--- config.mk ---
export PLATFORM = sky130hd
export DESIGN_NAME = req_encoder_hs
export DESIGN_NICKNAME = d
export VERILOG_FILES = /design/src/rtl/req_encoder_hs_pkg.sv /design/src/rtl/req_encoder_hs_prio_pick.sv /design/src/rtl/req_encoder_hs.sv
export SDC_FILE = /design/constraint.sdc
export NUM_CORES = 1
export LEC_CHECK = 0
export CAP_MARGIN = 20
export CELL_PAD_IN_SITES_DETAIL_PLACEMENT = 0
export CELL_PAD_IN_SITES_GLOBAL_PLACEMENT = 1
export CORE_ASPECT_RATIO = 1.1
export CORE_MARGIN = 4
export CORE_UTILIZATION = 45
export DETAILED_ROUTE_END_ITERATION = 10
export DONT_BUFFER_PORTS = 1
export MAX_ROUTING_LAYER = met4
export PLACE_DENSITY_LB_ADDON = 0.15
export SYNTH_ARGS = -nofsm -noshare
export SYNTH_HDL_FRONTEND = slang
export SYNTH_SLANG_ARGS = --single-unit
--- constraint.sdc ---
create_clock -name clk -period 1.98 [get_ports clk]
set_clock_uncertainty 0.1 [all_clocks]
set_input_delay 0.396 -clock clk [delete_from_list [all_inputs] [get_ports clk]]
set_output_delay 0.396 -clock clk [all_outputs]
set_load 0.01 [all_outputs]
--- src/rtl/req_encoder_hs_pkg.sv ---
// ---------------------------------------------------------------------------
// enc_pkg
// Shared definitions for the request encoder:
//   MODE_FIXED / MODE_RR : selection-mode values for the MODE parameter
//   enc_state_t          : offer FSM state encoding
//   onehot_decode()      : index -> one-hot vector (up to 64 lines)
// ---------------------------------------------------------------------------
package enc_pkg;

    localparam int MODE_FIXED = 0;
    localparam int MODE_RR    = 1;

    typedef enum logic {
        IDLE  = 1'b0,
        OFFER = 1'b1
    } enc_state_t;

    // Returns a 64-bit one-hot of idx; indices at or beyond n give all-zero,
    // so callers can slice the low n bits without a range check.
    function automatic logic [63:0] onehot_decode(input int unsigned idx,
                                                  input int unsigned n);
        logic [63:0] v;
        v = '0;
        if (idx < n) begin
            v = 64'd1 << idx;
        end
        return v;
    endfunction

endpackage

--- src/rtl/req_encoder_hs_prio_pick.sv ---
// ---------------------------------------------------------------------------
// prio_pick
// Combinational picker over an N-bit request vector.
//   vec   in  N      candidate lines
//   base  in  IDX_W  round-robin pointer (last granted index)
//   rr_en in  1      0: highest set index wins, 1: first set index above base
//   idx   out IDX_W  selected index (0 when nothing is set)
//   any   out 1      at least one bit of vec is set
// ---------------------------------------------------------------------------
module prio_pick #(
    parameter int N     = 8,
    parameter int IDX_W = $clog2(N)
) (
    input  logic [N-1:0]     vec,
    input  logic [IDX_W-1:0] base,
    input  logic             rr_en,
    output logic [IDX_W-1:0] idx,
    output logic             any
);

    // Wraps base+offset back into 0..N-1. The wrap is on N, not 2^IDX_W,
    // so indices >= N are never produced for non-power-of-two N.
    function automatic int wrap_idx(input int j);
        return (j >= N) ? (j - N) : j;
    endfunction

    always_comb begin
        idx = '0;
        any = |vec;
        if (rr_en) begin
            // Rotated search: offsets base+1 .. base+N. Scanning from the far
            // end toward the near end lets the nearest set bit overwrite the
            // result, which is the un-rotated find-first.
            for (int k = N; k >= 1; k--) begin
                if (vec[wrap_idx(int'(base) + k)]) begin
                    idx = IDX_W'(wrap_idx(int'(base) + k));
                end
            end
        end else begin
            // Ascending scan: the last set bit seen is the highest index.
            for (int i = 0; i < N; i++) begin
                if (vec[i]) begin
                    idx = IDX_W'(i);
                end
            end
        end
    end

endmodule

--- src/rtl/req_encoder_hs.sv ---
// ---------------------------------------------------------------------------
// req_encoder_hs
// Latches N level request lines into a sticky pending register and offers
// the index of one pending line on a registered valid/ready output.
//   clk       in   1      rising-edge clock
//   rst_n     in   1      asynchronous active-low reset
//   clr       in   1      synchronous flush of pending/offer/pointer state
//   req       in   N      level requests, each high cycle sets pending[i]
//   enc_idx   out  IDX_W  offered index (held while enc_valid=0)
//   enc_valid out  1      offer valid
//   enc_ready in   1      consumer accept
//   pending   out  N      sticky pending vector
//   overrun   out  1      one-cycle pulse when a request hits an already
//                         pending line that is not being accepted
//
// Handshake: a transfer happens on a rising edge where enc_valid and
// enc_ready are both high. While enc_valid is high and enc_ready is low,
// enc_idx and enc_valid do not change. enc_ready may be high at any time.
// ---------------------------------------------------------------------------
module req_encoder_hs
    import enc_pkg::*;
#(
    parameter int N     = 8,
    parameter int IDX_W = $clog2(N),
    parameter int MODE  = MODE_FIXED
) (
    input  logic             clk,
    input  logic             rst_n,
    input  logic             clr,
    input  logic [N-1:0]     req,
    output logic [IDX_W-1:0] enc_idx,
    output logic             enc_valid,
    input  logic             enc_ready,
    output logic [N-1:0]     pending,
    output logic             overrun
);

    localparam logic [IDX_W-1:0] RR_INIT = IDX_W'(N - 1);

    enc_state_t       state_q, state_d;
    logic [IDX_W-1:0] idx_d;
    logic [IDX_W-1:0] rr_ptr, rr_d;
    logic [N-1:0]     pending_d;
    logic             overrun_d;

    logic             accept;
    logic [63:0]      dec_full;
    logic [N-1:0]     acc_onehot;
    logic [N-1:0]     pending_next;
    logic [IDX_W-1:0] pick_base;
    logic [IDX_W-1:0] pick_idx;
    logic             pick_any;

    assign enc_valid = (state_q == OFFER);
    assign accept    = enc_valid && enc_ready;

    assign dec_full   = onehot_decode(int'(enc_idx), N);
    assign acc_onehot = accept ? dec_full[N-1:0] : '0;

    // Clear the accepted line, then OR in new requests: a request on the
    // line being accepted in the same cycle re-pends it.
    assign pending_next = (pending & ~acc_onehot) | req;

    // On an accept the pointer is about to become enc_idx; use that value
    // now so a back-to-back pick already rotates past the granted line.
    assign pick_base = accept ? enc_idx : rr_ptr;

    prio_pick #(
        .N     (N),
        .IDX_W (IDX_W)
    ) u_pick (
        .vec   (pending_next),
        .base  (pick_base),
        .rr_en (MODE == MODE_RR),
        .idx   (pick_idx),
        .any   (pick_any)
    );

    always_comb begin
        state_d   = state_q;
        idx_d     = enc_idx;
        rr_d      = rr_ptr;
        pending_d = pending_next;
        overrun_d = |(req & pending & ~acc_onehot);

        if (accept) begin
            rr_d = enc_idx;
        end

        case (state_q)
            IDLE: begin
                if (pick_any) begin
                    state_d = OFFER;
                    idx_d   = pick_idx;
                end
            end
            OFFER: begin
                if (accept) begin
                    if (pick_any) begin
                        idx_d = pick_idx;
                    end else begin
                        state_d = IDLE;
                    end
                end
            end
            default: begin
                state_d = IDLE;
            end
        endcase

        // Flush dominates requests and accepts arriving in the same cycle.
        if (clr) begin
            state_d   = IDLE;
            idx_d     = '0;
            rr_d      = RR_INIT;
            pending_d = '0;
            overrun_d = 1'b0;
        end
    end

    always_ff @(posedge clk or negedge rst_n) begin
        if (!rst_n) begin
            state_q <= IDLE;
            enc_idx <= '0;
            rr_ptr  <= RR_INIT;
            pending <= '0;
            overrun <= 1'b0;
        end else begin
            state_q <= state_d;
            enc_idx <= idx_d;
            rr_ptr  <= rr_d;
            pending <= pending_d;
            overrun <= overrun_d;
        end
    end

endmodule

==> results.md <==
* Status: complete, no violations
* Starting density of the core at 48.3%
* Setup violations, final at 0
* Slew Viols, Final at 0
* Fill cells at between 150 and 200
* Max_slew headroom at about 58%
* Worst-Skew Late Latency at 290 ps
* Setup TNS at 0 ps
* TritonCTS sink count at 13
* CP bufs+invs at 0
* Grt total ovfl at 0
* Worst Tran Pin Value at roughly 630 ps
* Root cell of the clock tree: clkbuf_4
* Register area share after synthesis at 37.4%
* Crit Path Class: reg -> reg
* FP Rows at 16
* Worst min path class: in -> reg
* 1st-iter DRT viols at 13
* DRT Pass-1 Iters at 4
* Area fraction of the dominant cell type after synthesis at 37.4%
* Fmax at 551 MHz
* Total I/O pin count at 25
* Die width at approximately 50 µm
* Worst EP arrival at 1880 ps
* WL/cell at 18.8 µm
* ANT cells at 0
* Initial antenna violation count at 0
* Slowest cell on the critical path: dfrtp_2
* Crit. path cell count at 5
* Ys async rst share at 100%
* Final ANT Viol Nets at 0
* Worst R2R End: overrun
* Final hold violations at 0
* Gpl congestion at 0.772
* Post-synthesis cell area at 871 µm²
* CORE AREA at 1800 µm²
* H-tree Lvls at 1
* GRT Total Usage at 19.4%
* Largest area contributor in the netlist: dfrtp_1
* Pin count of the biggest net entering global routing at 14
* Layout cell share with drive strength beyond 1 at 29.8%
* Die H at 54.1 µm
* TritonCTS Buffers at 3
* Reg clk slew, reported paths at approximately 80 ps
* Critical Path, Cell by Cell: nand2b_2 -> o211ai_1 -> nand4_1 -> a2111oi_0 -> nor2_1
* DRC at 0
* Port bufs at 0
* CTS tree: yes
* Area Growth Syn to Fin at 10.6%
* Yosys warning count at 0
* Reg-to-Reg Start: enc_idx[0]
* Hpwl dp at 1610 µm
* DR vias/cell at roughly 6.5
* Net count, final at 107
* Max FO, Critical Path at 11
* Final wirelength at ~2100 µm
* Number of global-route vias before repair at 719
* Period minus WS final at 1810 ps
* Worst EP required at 2040 ps
* EDFF count, synth at 0
* Leakage at 0.411 nW
* RSZ-0062 raised after global routing: false
* Netlist cell types at 44
* Die footprint at 2700 µm²
* Worst r2r path cells at 5
* Max Cap Violations at 0
* Syn_nets at 97
* Avg Inst Size Synth at 10.2 µm²
* Most frequent cells in the layout: 12 x nor2_1, 12 x dfrtp_1, 7 x buf_4
* Power Dens Cells at 652 nW/µm²
* Crit-path leading delay family: compound AO/OA/AOI/OAI gates
* Top post-synthesis cells by area: dfrtp_1 37%, nor2_1 5.2%, o211ai_1 4.3%, o22ai_2 2.9%, o31ai_2 2.9%
* Clock Tree Buf Depth at 2
* Maximum VDD drop at 363 µV
* Synth Instances at 85
* Critical path startpoint: enc_idx[0]
* HP Start: clr
* Synthesized flop and latch total at 13
* First-pass GRT wire length at roughly 3600 µm
* CP endpoint: overrun
* Worst Setup End Kind: flip-flop
* Period utilization at 91.6%
* Max incr delay on CP at 500 ps
* Final Util at 53.5%
* Reg2reg setup slack at 170 ps
* Primary FF master, synth: dfrtp_1
* Via count at 727
* CP startpoint kind: flip-flop
## worst min-delay path by stage
| stage | to | slack, ps | cells after the start |
|---|---|---|---|
| final | enc_valid | 60 | 1 |
| after global routing | pending[3] | 40 | 1 |
| after CTS | pending[7] | 50 | 1 |
| after detailed placement | pending[0] | 0.8 | 0 |
| after global placement | pending[2] | 0.7 | 0 |
| after floorplan | enc_idx[0] | 0.4 | 0 |
## worst reg2reg max path, delay by kind of cell (launching register included)
family / cells / cell delay (ps)
DFF: 1 / 500
AOI/OAI and AO/OA: 2 / 630
and+or+nand+nor: 3 / 460
## synth_stat cells (2+ instances only)
cell and instances:
inv_1 2, nand2_1 5, a21oi_1 3, o31ai_2 2, o22ai_2 2, nor2_1 12
o211ai_1 5, nand3b_1 2, or2_2 3, dfrtp_1 13, o21a_1 2, a21o_1 2
## what timing repair did
action	4_1_cts	5_1_grt
resized for setup	0	2
hold endpoints to repair	13	0
hold buffers	1	0
endpoints found under the setup margin	0	3
setup buffers	0	0
## sequential cells by signal, indices dropped and copies added, names as in the netlist
signal,count
pending,8
enc_idx,3
enc_valid,1
overrun,1
## layer usage
metal	up-vias	GRT usage, %	share of wire (%)
met4	0	12.4	1.7
met5	-	-	0
met2	21	30.6	51
met1	360	22.1	41
li1	343	-	-
met3	3	4.99	6.0
## layout make-up
cell class	instances	area (µm²)	area share, %
multi-input combinational	67	518	53.8
tap	18	22.5	2.34
timing repair buffer	8	62.6	6.49
inverter	2	7.51	0.779
sequential	13	327	33.9
clock buffer	4	26.3	2.73
## cells by family (layout without fill, tap and decap cells)
group / Yosys count / after routing / synth area share (%)
and+or+nand+nor: 36 / 36 / 28.0
AOI/OAI and AO/OA: 30 / 30 / 30.0
DFF: 13 / 13 / 37.4
muxes: 1 / 1 / 1.15
buffers and inverters: 5 / 14 / 3.45
## where the power goes
part	switching (mW)	leakage, nW	internal [mW]
sequential	0.0379	0.160	0.286
clock	0.0915	0.0150	0.0784
combinational	0.0697	0.236	0.0644
total	0.199	0.411	0.429
## per-stage QoR
| stage | cells | hold slack [ps] | area (µm²) | power, mW | setup slack, ps |
|---|---|---|---|---|---|
| 3_3_place_gp | 107 | 0.704 | 923 | 0.454 | 141 |
| 2_1_floorplan | 85 | 0.409 | 871 | 0.423 | 219 |
| 3_5_place_dp | 107 | 0.792 | 923 | 0.455 | 88.0 |
| 6_report | 112 | 60.7 | 963 | 0.628 | 166 |
| 4_1_cts | 112 | 49.9 | 960 | 0.640 | 69.2 |
| 5_1_grt | 112 | 40.3 | 963 | 0.672 | 20.8 |
Note: power is estimated with default switching activity, not from simulation.
